`src/rtl/vga_timing_pkg.sv`:
```
// Shared raster timing defaults (640x480@60) and helpers used by the timing
// generator and the text/bitmap controllers.
package vga_timing_pkg;

    localparam int DEF_H_ACTIVE = 640;
    localparam int DEF_H_FP     = 16;
    localparam int DEF_H_SYNC   = 96;
    localparam int DEF_H_BP     = 48;
    localparam int DEF_V_ACTIVE = 480;
    localparam int DEF_V_FP     = 10;
    localparam int DEF_V_SYNC   = 2;
    localparam int DEF_V_BP     = 33;
    localparam int DEF_PIPE_LAT = 2;
    localparam int DEF_CW       = 10;
    localparam int DEF_FCW      = 8;

    // One display-side sample; hs/vs hold the final pin levels, not raw terms.
    typedef struct packed {
        logic de;
        logic hs;
        logic vs;
    } disp_t;

    function automatic int h_total(input int active, input int fp, input int sync, input int bp);
        return active + fp + sync + bp;
    endfunction

    function automatic int v_total(input int active, input int fp, input int sync, input int bp);
        return active + fp + sync + bp;
    endfunction

endpackage

```
`src/rtl/vga_timing_gen_if.sv`:
```
// Raster timing bundle: pixel enable in, fetch-side and display-side timing out.
interface vga_timing_gen_if
    import vga_timing_pkg::*;
#(
    parameter int CW  = DEF_CW,
    parameter int FCW = DEF_FCW
);
    logic           en;
    logic [CW-1:0]  posx;
    logic [CW-1:0]  posy;
    logic           fetch_de;
    logic           line_start;
    logic           frame_start;
    logic           de_o;
    logic           h_sync_o;
    logic           v_sync_o;
    logic           vblank_irq;
    logic [FCW-1:0] frame_cnt;

    modport master (
        input  en,
        output posx, posy, fetch_de, line_start, frame_start,
        output de_o, h_sync_o, v_sync_o, vblank_irq, frame_cnt
    );

    modport slave (
        output en,
        input  posx, posy, fetch_de, line_start, frame_start,
        input  de_o, h_sync_o, v_sync_o, vblank_irq, frame_cnt
    );

endinterface

```
`src/rtl/delay_line.sv`:
```
// Clock-enabled shift register that resets every stage to a constant; also
// intended for aligning pixel data with the delayed timing.
module delay_line #(
    parameter int               WIDTH     = 1,
    parameter int               DEPTH     = 1,
    parameter logic [WIDTH-1:0] RESET_VAL = '0
) (
    input  logic             clk,
    input  logic             rst_n,
    input  logic             en,
    input  logic [WIDTH-1:0] din,
    output logic [WIDTH-1:0] dout
);

    logic [WIDTH-1:0] stages [DEPTH];

    always_ff @(posedge clk or negedge rst_n) begin
        if (!rst_n) begin
            for (int i = 0; i < DEPTH; i++) begin
                stages[i] <= RESET_VAL;
            end
        end else if (en) begin
            stages[0] <= din;
            for (int i = 1; i < DEPTH; i++) begin
                stages[i] <= stages[i-1];
            end
        end
    end

    assign dout = stages[DEPTH-1];

endmodule

```
`src/rtl/vga_timing_gen.sv`:
```
// Parametrised raster timing generator: fetch-side coordinates one cycle after
// the counters, display-side sync/de a further PIPE_LAT enabled cycles later.
module vga_timing_gen
    import vga_timing_pkg::*;
#(
    parameter int H_ACTIVE   = DEF_H_ACTIVE,
    parameter int H_FP       = DEF_H_FP,
    parameter int H_SYNC     = DEF_H_SYNC,
    parameter int H_BP       = DEF_H_BP,
    parameter int V_ACTIVE   = DEF_V_ACTIVE,
    parameter int V_FP       = DEF_V_FP,
    parameter int V_SYNC     = DEF_V_SYNC,
    parameter int V_BP       = DEF_V_BP,
    parameter bit H_SYNC_POL = 1'b0,
    parameter bit V_SYNC_POL = 1'b0,
    parameter int PIPE_LAT   = DEF_PIPE_LAT,
    parameter int CW         = DEF_CW,
    parameter int FCW        = DEF_FCW
) (
    input  logic             clk,
    input  logic             rst_n,
    vga_timing_gen_if.master bus
);

    localparam int H_TOTAL = h_total(H_ACTIVE, H_FP, H_SYNC, H_BP);
    localparam int V_TOTAL = v_total(V_ACTIVE, V_FP, V_SYNC, V_BP);

    localparam logic [CW-1:0] H_LAST   = CW'(H_TOTAL - 1);
    localparam logic [CW-1:0] V_LAST   = CW'(V_TOTAL - 1);
    localparam logic [CW-1:0] H_ACT    = CW'(H_ACTIVE);
    localparam logic [CW-1:0] V_ACT    = CW'(V_ACTIVE);
    localparam logic [CW-1:0] HS_BEGIN = CW'(H_ACTIVE + H_FP);
    localparam logic [CW-1:0] HS_END   = CW'(H_ACTIVE + H_FP + H_SYNC);
    localparam logic [CW-1:0] VS_BEGIN = CW'(V_ACTIVE + V_FP);
    localparam logic [CW-1:0] VS_END   = CW'(V_ACTIVE + V_FP + V_SYNC);

    localparam disp_t DISP_IDLE = '{de: 1'b0, hs: ~H_SYNC_POL, vs: ~V_SYNC_POL};

    logic [CW-1:0]  h_cnt;
    logic [CW-1:0]  v_cnt;
    logic [CW-1:0]  posx_q;
    logic [CW-1:0]  posy_q;
    logic           line_start_q;
    logic           frame_start_q;
    disp_t          fetch_disp;
    disp_t          disp;
    logic           vb_now;
    logic           vb_pre;
    logic           vblank_q;
    logic [FCW-1:0] frame_cnt_q;

    always_ff @(posedge clk or negedge rst_n) begin
        if (!rst_n) begin
            h_cnt <= '0;
            v_cnt <= '0;
        end else if (bus.en) begin
            if (h_cnt == H_LAST) begin
                h_cnt <= '0;
                v_cnt <= (v_cnt == V_LAST) ? '0 : v_cnt + CW'(1);
            end else begin
                h_cnt <= h_cnt + CW'(1);
            end
        end
    end

    // Strobes are re-evaluated every clock so a stall clears them instead of
    // holding them, while the coordinate and timing registers freeze.
    always_ff @(posedge clk or negedge rst_n) begin
        if (!rst_n) begin
            posx_q        <= '0;
            posy_q        <= '0;
            fetch_disp    <= DISP_IDLE;
            line_start_q  <= 1'b0;
            frame_start_q <= 1'b0;
        end else begin
            line_start_q  <= bus.en && (h_cnt == '0);
            frame_start_q <= bus.en && (h_cnt == '0) && (v_cnt == '0);
            if (bus.en) begin
                posx_q        <= h_cnt;
                posy_q        <= v_cnt;
                fetch_disp.de <= (h_cnt < H_ACT) && (v_cnt < V_ACT);
                fetch_disp.hs <= ((h_cnt >= HS_BEGIN) && (h_cnt < HS_END)) ? H_SYNC_POL : ~H_SYNC_POL;
                fetch_disp.vs <= ((v_cnt >= VS_BEGIN) && (v_cnt < VS_END)) ? V_SYNC_POL : ~V_SYNC_POL;
            end
        end
    end

    assign vb_now = (h_cnt == '0) && (v_cnt == V_ACT);

    generate
        if (PIPE_LAT == 0) begin : g_no_pipe
            assign disp = fetch_disp;
        end else begin : g_pipe
            delay_line #(
                .WIDTH     ($bits(disp_t)),
                .DEPTH     (PIPE_LAT),
                .RESET_VAL (DISP_IDLE)
            ) u_disp_delay (
                .clk   (clk),
                .rst_n (rst_n),
                .en    (bus.en),
                .din   (fetch_disp),
                .dout  (disp)
            );
        end
    endgenerate

    // vb_pre is the vblank term one stage before the display register, so the
    // irq register can gate it with en and fire exactly once per event.
    generate
        if (PIPE_LAT == 0) begin : g_vb_direct
            assign vb_pre = vb_now;
        end else begin : g_vb_pipe
            logic vb_term;

            always_ff @(posedge clk or negedge rst_n) begin
                if (!rst_n) begin
                    vb_term <= 1'b0;
                end else if (bus.en) begin
                    vb_term <= vb_now;
                end
            end

            if (PIPE_LAT == 1) begin : g_vb_one
                assign vb_pre = vb_term;
            end else begin : g_vb_deep
                delay_line #(
                    .WIDTH     (1),
                    .DEPTH     (PIPE_LAT - 1),
                    .RESET_VAL (1'b0)
                ) u_vb_delay (
                    .clk   (clk),
                    .rst_n (rst_n),
                    .en    (bus.en),
                    .din   (vb_term),
                    .dout  (vb_pre)
                );
            end
        end
    endgenerate

    always_ff @(posedge clk or negedge rst_n) begin
        if (!rst_n) begin
            vblank_q    <= 1'b0;
            frame_cnt_q <= '0;
        end else begin
            vblank_q <= bus.en && vb_pre;
            if (bus.en && vb_pre) begin
                frame_cnt_q <= frame_cnt_q + FCW'(1);
            end
        end
    end

    assign bus.posx        = posx_q;
    assign bus.posy        = posy_q;
    assign bus.fetch_de    = fetch_disp.de;
    assign bus.line_start  = line_start_q;
    assign bus.frame_start = frame_start_q;
    assign bus.de_o        = disp.de;
    assign bus.h_sync_o    = disp.hs;
    assign bus.v_sync_o    = disp.vs;
    assign bus.vblank_irq  = vblank_q;
    assign bus.frame_cnt   = frame_cnt_q;

endmodule
```
`src/flat_wrapper.sv`:
```
// flat-port wrapper written by rule: the top's interface ports become plain ports
module vga_timing_gen_flat import vga_timing_pkg::*;
#(
    parameter int H_ACTIVE   = DEF_H_ACTIVE,
    parameter int H_FP       = DEF_H_FP,
    parameter int H_SYNC     = DEF_H_SYNC,
    parameter int H_BP       = DEF_H_BP,
    parameter int V_ACTIVE   = DEF_V_ACTIVE,
    parameter int V_FP       = DEF_V_FP,
    parameter int V_SYNC     = DEF_V_SYNC,
    parameter int V_BP       = DEF_V_BP,
    parameter bit H_SYNC_POL = 1'b0,
    parameter bit V_SYNC_POL = 1'b0,
    parameter int PIPE_LAT   = DEF_PIPE_LAT,
    parameter int CW         = DEF_CW,
    parameter int FCW        = DEF_FCW
)
  (clk, rst_n, bus_en, bus_posx, bus_posy, bus_fetch_de, bus_line_start, bus_frame_start, bus_de_o, bus_h_sync_o, bus_v_sync_o, bus_vblank_irq, bus_frame_cnt);
  vga_timing_gen_if #(.CW(CW), .FCW(FCW)) bus_i ();
  input  logic clk;
  input  logic rst_n;
  input wire logic [$bits(bus_i.en)-1:0] bus_en;
  output wire logic [$bits(bus_i.posx)-1:0] bus_posx;
  output wire logic [$bits(bus_i.posy)-1:0] bus_posy;
  output wire logic [$bits(bus_i.fetch_de)-1:0] bus_fetch_de;
  output wire logic [$bits(bus_i.line_start)-1:0] bus_line_start;
  output wire logic [$bits(bus_i.frame_start)-1:0] bus_frame_start;
  output wire logic [$bits(bus_i.de_o)-1:0] bus_de_o;
  output wire logic [$bits(bus_i.h_sync_o)-1:0] bus_h_sync_o;
  output wire logic [$bits(bus_i.v_sync_o)-1:0] bus_v_sync_o;
  output wire logic [$bits(bus_i.vblank_irq)-1:0] bus_vblank_irq;
  output wire logic [$bits(bus_i.frame_cnt)-1:0] bus_frame_cnt;
  assign bus_i.en = bus_en;
  assign bus_posx = bus_i.posx;
  assign bus_posy = bus_i.posy;
  assign bus_fetch_de = bus_i.fetch_de;
  assign bus_line_start = bus_i.line_start;
  assign bus_frame_start = bus_i.frame_start;
  assign bus_de_o = bus_i.de_o;
  assign bus_h_sync_o = bus_i.h_sync_o;
  assign bus_v_sync_o = bus_i.v_sync_o;
  assign bus_vblank_irq = bus_i.vblank_irq;
  assign bus_frame_cnt = bus_i.frame_cnt;
  vga_timing_gen #(.H_ACTIVE(H_ACTIVE), .H_FP(H_FP), .H_SYNC(H_SYNC), .H_BP(H_BP), .V_ACTIVE(V_ACTIVE), .V_FP(V_FP), .V_SYNC(V_SYNC), .V_BP(V_BP), .H_SYNC_POL(H_SYNC_POL), .V_SYNC_POL(V_SYNC_POL), .PIPE_LAT(PIPE_LAT), .CW(CW), .FCW(FCW)) u_core (.clk(clk), .rst_n(rst_n), .bus(bus_i));
endmodule
```
`config.mk`:
```
export PLATFORM = sky130hd
export DESIGN_NAME = vga_timing_gen_flat
export DESIGN_NICKNAME = d
export VERILOG_FILES = /design/src/rtl/vga_timing_pkg.sv /design/src/rtl/vga_timing_gen_if.sv /design/src/rtl/delay_line.sv /design/src/rtl/vga_timing_gen.sv /design/src/flat_wrapper.sv
export SDC_FILE = /design/constraint.sdc
export NUM_CORES = 1
export LEC_CHECK = 0
export ABC_AREA = 1
export BUFFER_PORTS_ARGS = -buffer_cell sky130_fd_sc_hd__buf_2
export CORE_MARGIN = 2
export CORE_UTILIZATION = 45
export DETAILED_ROUTE_END_ITERATION = 16
export GPL_ROUTABILITY_DRIVEN = 0
export PLACE_DENSITY = 0.7
export SLEW_MARGIN = 25
export SYNTH_ARGS = -nofsm -noshare
export SYNTH_HDL_FRONTEND = slang
export SYNTH_SLANG_ARGS = --single-unit
export TNS_END_PERCENT = 100
```
`constraint.sdc`:
```
create_clock -name clk -period 1.9 [get_ports clk]
set_input_delay 0.19 -clock clk [delete_from_list [all_inputs] [get_ports clk]]
set_output_delay 0.19 -clock clk [all_outputs]
set_load 0.02 [all_outputs]
```
==> results of run 1 <==
==> placed cells by master, fill, tap and decap left out, types with 2 or more instances in the layout <==
cell,count
buf_2,37
buf_4,3
clkbuf_8,11
clkinv_4,2
dfrtp_1,56
dfstp_2,6
ha_1,5
inv_1,33
inv_2,4
nand2_1,94
nand2_2,4
nand3_1,18
nand4_1,9
nor2_1,33
nor2_2,3
nor3_1,6
nor4_1,2
o21ai_0,26
o21ai_1,4
o21ai_2,3
xnor2_1,2
xor2_1,11
==> worst min path at each step <==
stage	from	end	slack [ns]	cells after the start
after floorplan	rst_n	u_core.bus.fetch_de	-0.11	0
after global placement	rst_n	u_core.bus.posx[6]	0.22	2
after detailed placement	rst_n	u_core.bus.posx[6]	0.22	2
after CTS	bus_en	u_core.g_vb_pipe.g_vb_deep.u_vb_delay.dout	0.23	3
after global routing	bus_en	u_core.h_cnt[1]	0.28	2
final	bus_en	u_core.g_vb_pipe.g_vb_deep.u_vb_delay.dout	0.22	3
==> what timing repair did <==
action                     4_1_cts  5_1_grt
hold endpoints to repair        56        0
setup endpoints to repair        0        0
hold buffers                     1        0
==> stage by stage <==
step	util [%]	hold slack, ns	power, W	worst slack, ns
floorplan	-	-0.106	0.00220	0.534
global placement	50.1	0.223	0.00243	0.305
detailed placement	50.1	0.224	0.00246	0.210
global route	53.6	0.276	0.00383	0.0632
finish	53.6	0.224	0.00364	0.193
CTS	53.6	0.226	0.00366	0.204
==> power by group through the flow <==
| stage | clock [W] | sequential [W] | combinational [W] |
|---|---|---|---|
| final | 0.00122 | 0.00169 | 0.000736 |
| after global routing | 0.00128 | 0.00172 | 0.000835 |
| after CTS | 0.00123 | 0.00169 | 0.000748 |
| after detailed placement | 0 | 0.00171 | 0.000743 |
| after global placement | 0 | 0.00170 | 0.000731 |
| after floorplan | 0 | 0.00178 | 0.000422 |
==> state kept, by name, summed over array words and instances (netlist names) <==
name,cells
u_core.bus.fetch_de,1
u_core.bus.frame_cnt,8
u_core.bus.frame_start,1
u_core.bus.line_start,1
u_core.bus.posx,10
u_core.bus.posy,10
u_core.bus.vblank_irq,1
u_core.fetch_disp,2
u_core.g_pipe.u_disp_delay.dout,3
u_core.g_pipe.u_disp_delay.stages,3
u_core.g_vb_pipe.g_vb_deep.u_vb_delay.dout,1
u_core.g_vb_pipe.vb_term,1
u_core.h_cnt,10
u_core.v_cnt,10
==> worst register-to-register path, stage by stage (launching register included) <==
cell	delay (ns)
dfrtp_1	0.40
ha_1	0.19
nand2_1	0.07
nor2_2	0.15
nand4_4	0.12
nor2_4	0.30
inv_2	0.19
nand2_1	0.12
o21ai_2	0.05
==> area by class of cell <==
class                           instances  area, µm²  share of cell area (%)
Inverter                               37        139                    4.13
Tap cell                               77       96.3                    2.86
Multi-Input combinational cell        226       1120                    33.3
Sequential cell                        62       1560                    46.4
Timing Repair Buffer                   42        238                    7.07
Clock inverter                          4       55.1                    1.64
Clock buffer                           12        155                    4.61
==> per-layer routing <==
| metal | vias up | wire, µm | global-route usage, % |
|---|---|---|---|
| met2 | 37 | 2820 | 27.6 |
| met4 | 0 | 140 | 9.09 |
| met1 | 1054 | 2590 | 22.3 |
| met3 | 14 | 180 | 3.26 |
| li1 | 1150 | - | - |
| met5 | - | 0 | 0 |
==> cells by family (layout without fill, tap and decap cells) <==
family	after synthesis	in the layout	share of synthesized area, %
AOI/OAI and AO/OA	35	35	6.54
xor gates and xnor gates	13	13	3.94
adders and majority gates	5	5	2.17
buffers and inverters	49	95	7.19
DFF	62	62	54.0
and+or+nand+nor	173	173	26.2
==> flow_metrics.tcl, run 1 <==
set metrics [dict create \
    timing.reg2reg.worst_path_depth 8 \
    pwr-share-seq_pct 46.4 \
    detail_route.first_pass.iterations 4 \
    drv_slew 0 \
    cts_root_buffer "clkbuf_8" \
    clockPowerShare_pct 33.4 \
    placed_cells 443 \
    totalNegativeSetupSlack_ns 0 \
    slowest_stage "dfrtp_1" \
    gr-total-overflow 0 \
    grt_resource_usage_total_pct 17.3 \
    cellPowerDensity_mw_per_mm2 1080 \
    critical_register_to_register_path_endpoint "u_core.v_cnt[5]" \
    synth_area_leader_cell "dfrtp_1" \
    initial_antenna_violation_count 0 \
    cp.required_ns 2.14 \
    worst_skew_pair.late_latency_ns 0.35 \
    grt_max_degree 63 \
    post_cts_setup_inserts 0 \
    detail_route.drc_violations 0 \
    die_height_um 84.1 \
    leakagePower_nw 1.73 \
    reg2reg_slack_ns 0.19 \
    post_cts.resized_instances 0 \
    critical_path_endpoint "u_core.v_cnt[5]" \
    routed_wirelength_um 5730 \
    final_hold_violating_endpoints 0 \
    worst_path_most_repeated_cell "nand2_1" \
    synth_nets 345 \
    path_max_fanout 13 \
    timing.max_cap.violations 0 \
    yosysMostFrequentCell "nand2_1" \
    biggest_area_contributors_in_the_synthesized_netlist "dfrtp_1, nand2_1, dfstp_2, o21ai_0, inv_1" \
    synth_area_per_cell_um2 8.57 \
    worst_slew_margin_rel_pct 77.2 \
    tritoncts_clock_tree "done" \
    hpwlAfterDp_um 4110 \
    max_freq_ghz 0.586 \
    initial_standard_cell_utilization_of_the_core_pct 46.0 \
    number_of_flops_mapped_to_enable_cells_by_yosys 0 \
    clkSinkCount 62 \
    cp_slowest_stage_delay_ns 0.40 \
    port-buffer-count 37 \
    postSynth.asyncResetShare_pct 100 \
    power.ir.vdd_worst_uv 537 \
    floorplan.core_area_mm2 0.00628 \
    combinational_power_share_pct 20.2 \
    crit_startpoint "u_core.h_cnt[0]" \
    grt_pass1_wl_um 9760 \
    syn-instance-count 337 \
    fin_crit_sh_pct 89.8 \
    critical_path_depth 8 \
    holdCritPathClass "input pin to register" \
    total_die_area_mm2 0.00707 \
    area_growth_pct 16.5 \
    syn_area_mm2 0.00289 \
    netlist_top_cells_count "nand2_1, dfrtp_1, inv_1, nor2_1, o21ai_0" \
    postSynth.topFlopCell "dfrtp_1" \
    sequential_cell_area_fraction_in_the_yosys_report_pct 54.0 \
    yosys_warnings 0 \
    die_w_um 84.1 \
    synth_top_area_share_pct 48.5 \
    total_switching_power_w 0.00120 \
    first_global_vias 2147 \
    rsz0062_at_grt "no" \
    design.final.nets 386 \
    measured_slew_at_the_worst_slew_check_pin_ns 0.341 \
    antenna_violating_nets_post_route 0 \
    power.internal_w 0.00244 \
    cts.clk_slew.worst_paths_ns 0.07 \
    cts_inserted_buffers 9 \
    finalSetupViolations 0 \
    final_layout_size_suffix_gt1_share_pct 20.4 \
    outcome "finished clean" \
    n_antenna_cell 0 \
    drtIter0Drc 173 \
    fill_cells 589 \
    crit_path_cell_trace "ha_1, nand2_1, nor2_2, nand4_4, nor2_4, inv_2, nand2_1, o21ai_2" \
    crit-reg2reg-launch "u_core.h_cnt[0]" \
    sort_of_element_at_the_end_of_the_critical_path "register" \
    critical_path.n_buffers_inverters 1 \
    htreeDepth 3 \
    swShare_pct 32.9 \
    fin_area_mm2 0.00336 \
    design.portCount 38 \
    crit_family "simple AND/OR/NAND/NOR gates" \
    crit_start_category "register" \
    yosysUniqueCellTypes 29 \
    core.rowCount 29 \
    min_period_ns 1.71 \
    timing.critical_path.arrival_ns 1.94 \
    placed_area_mm2 0.00314 \
    routed_wire_length_per_instance_um 12.5 \
    max-clock-path-buffers 2 \
    fin_worst_skew_ns 0.0102 \
    worstSetupPathType "register to register" \
    ys_seq_elements 62 \
    fin_cells 460 \
    routed-via-count 2255 \
    vias_per_cell 4.90 \
]
Power figures use the tool's default switching activity.
==> run 2: changes to the inputs <==
--- a/config.mk
+++ b/config.mk
@@ -7,6 +7,8 @@
 export LEC_CHECK = 0
 export ABC_AREA = 1
 export BUFFER_PORTS_ARGS = -buffer_cell sky130_fd_sc_hd__buf_2
+export CAP_MARGIN = 20
+export CORE_ASPECT_RATIO = 1.2
 export CORE_MARGIN = 2
 export CORE_UTILIZATION = 45
 export DETAILED_ROUTE_END_ITERATION = 16
==> flow_metrics.tcl, run 2 (same netlist as run 1, synthesis figures left out) <==
set metrics [dict create \
    outcome "finished clean" \
    sort_of_element_at_the_end_of_the_critical_path "register" \
    clkSinkCount 62 \
    fill_cells 601 \
    cts_inserted_buffers 9 \
    die_height_um 91.8 \
    initial_standard_cell_utilization_of_the_core_pct 47.1 \
    layout_common_cells "nand2_1, dfrtp_1, buf_2" \
    global_route.usage.met2_pct 29.3 \
    power.ir.vdd_worst_uv 509 \
    grt_resource_usage_total_pct 17.8 \
    grt_max_degree 63 \
    leakagePower_nw 1.73 \
    max_freq_ghz 0.669 \
    drv_slew 0 \
    min_period_ns 1.49 \
    worst_path_most_repeated_cell "nand2_1" \
    multi_input_area_mm2 0.00112 \
    cp.required_ns 2.14 \
    met3_usage_pct 4.63 \
    die_w_um 77.1 \
    design.portCount 38 \
    rsz0062_at_grt "no" \
    initial_antenna_violation_count 0 \
    hpwlAfterDp_um 4200 \
    critical_path.n_buffers_inverters 1 \
    cts_root_buffer "clkbuf_8" \
    tritoncts_clock_tree "done" \
    grt_most_used_layer "met2" \
    final_layout_size_suffix_gt1_share_pct 20.4 \
    routed-via-count 2299 \
    timing.critical_path.arrival_ns 1.73 \
    area_growth_pct 16.3 \
    path_max_fanout 6 \
    routed_wire_length_per_instance_um 12.5 \
    total_die_area_mm2 0.00708 \
    detail_route.drc_violations 0 \
    worst_slew_margin_rel_pct 72.9 \
    detail_route.first_pass.iterations 4 \
    port-buffer-count 37 \
    holdCritPathClass "input pin to register" \
    floorplan.core_area_mm2 0.00613 \
    finalSetupViolations 0 \
    design.final.nets 386 \
    grt_pass1_wl_um 10000 \
    cts.clk_slew.worst_paths_ns 0.07 \
    drtIter0Drc 163 \
    max-clock-path-buffers 2 \
    grt_use_met1_pct 22.0 \
    slowest_stage "dfrtp_1" \
    measured_slew_at_the_worst_slew_check_pin_ns 0.402 \
    gr-total-overflow 0 \
    worst_skew_pair.late_latency_ns 0.34 \
    fin_worst_skew_ns 0.00807 \
    htreeDepth 3 \
    vias_per_cell 4.94 \
    antenna_violating_nets_post_route 0 \
    final_hold_violating_endpoints 0 \
    core.rowCount 31 \
    totalNegativeSetupSlack_ns 0 \
    first_global_vias 2224 \
    crit_path_cell_trace "ha_1, inv_1, nor2_1, nand3_1, o21ai_0, nand2_1, nand2_1, nand2_1" \
    worst_hold_slack_ns 0.175 \
    post_cts.resized_instances 0 \
    timing.max_cap.violations 0 \
    cp_slowest_stage_delay_ns 0.45 \
    worstSetupPathType "register to register" \
    crit_start_category "register" \
    n_antenna_cell 0 \
    ff_latch_area_mm2 0.00156 \
    fin_crit_sh_pct 78.7 \
    most_common_cell_after_layout_fill_and_taps_aside "nand2_1" \
    cellPowerDensity_mw_per_mm2 1070 \
    routed_wirelength_um 5810 \
    crit_family "flip-flops" \
]
[run 2: cell types whose count changed in the layout (fill, tap and decap cells not counted)]
cell | previous run | this run
clkinvlp_4 | 1 | 2
clkinv_2 | 0 | 1
clkbuf_8 | 11 | 10
clkinv_4 | 2 | 1
[run 2: per-layer routing]
metal / part of all wire (%) / wire length (µm)
met5: 0 / 0
met4: 2.3 / 133
met3: 4.1 / 240
met2: 50 / 2900
met1: 44 / 2530
[run 2: worst reg2reg max path, cell delays in order, from the launching register on]
cell and delay (ns):
dfrtp_1 0.45, ha_1 0.24, inv_1 0.06, nor2_1 0.13, nand3_1 0.16, o21ai_0 0.19, nand2_1 0.07, nand2_1 0.05
nand2_1 0.04
[run 2: timing repair]
item	4_1_cts	5_1_grt
hold endpoints to repair	56	0
buffers inserted	0	0
hold buffers	1	0
[run 2: stage by stage]
stage / power [W] / setup slack, ns / cell area, µm² / utilization [%] / std cells
3_3_place_gp: 0.00244 / 0.462 / 3150 / 51.4 / 448
2_1_floorplan: 0.00220 / 0.534 / 2890 / - / 337
5_1_grt: 0.00379 / 0.236 / 3360 / 54.8 / 465
6_report: 0.00358 / 0.405 / 3360 / 54.8 / 465
4_1_cts: 0.00361 / 0.394 / 3360 / 54.8 / 465
3_5_place_dp: 0.00246 / 0.420 / 3150 / 51.4 / 448
[run 2: final cells by class]
type	count	share of cell area, %
Sequential cell	62	46.4
Multi-Input combinational cell	226	33.4
Timing Repair Buffer	42	7.08
Clock buffer	11	4.21
Inverter	37	4.13
Tap cell	82	3.05
Clock inverter	5	1.75
[run 2: power breakdown]
part	switching [W]	total, W	internal (W)
Combinational	0.000499	0.000734	0.000235
Clock	0.000512	0.00115	0.000641
Sequential	0.000172	0.00169	0.00152
[run 2: final timing paths]
kind,startpoint,endpoint,slack [ns],depth (start not counted)
setup / recovery,u_core.v_cnt[0],u_core.v_cnt[8],0.41,8
max in group asynchronous,rst_n,u_core.g_pipe.u_disp_delay.dout[0],1.19,3
setup reg to reg,u_core.v_cnt[0],u_core.v_cnt[8],0.41,8
min in group asynchronous,rst_n,u_core.bus.posx[1],0.39,3
hold reg to reg,u_core.g_pipe.u_disp_delay.dout[0],u_core.g_pipe.u_disp_delay.dout[0],0.46,2
hold / removal,bus_en,u_core.g_pipe.u_disp_delay.dout[1],0.18,3
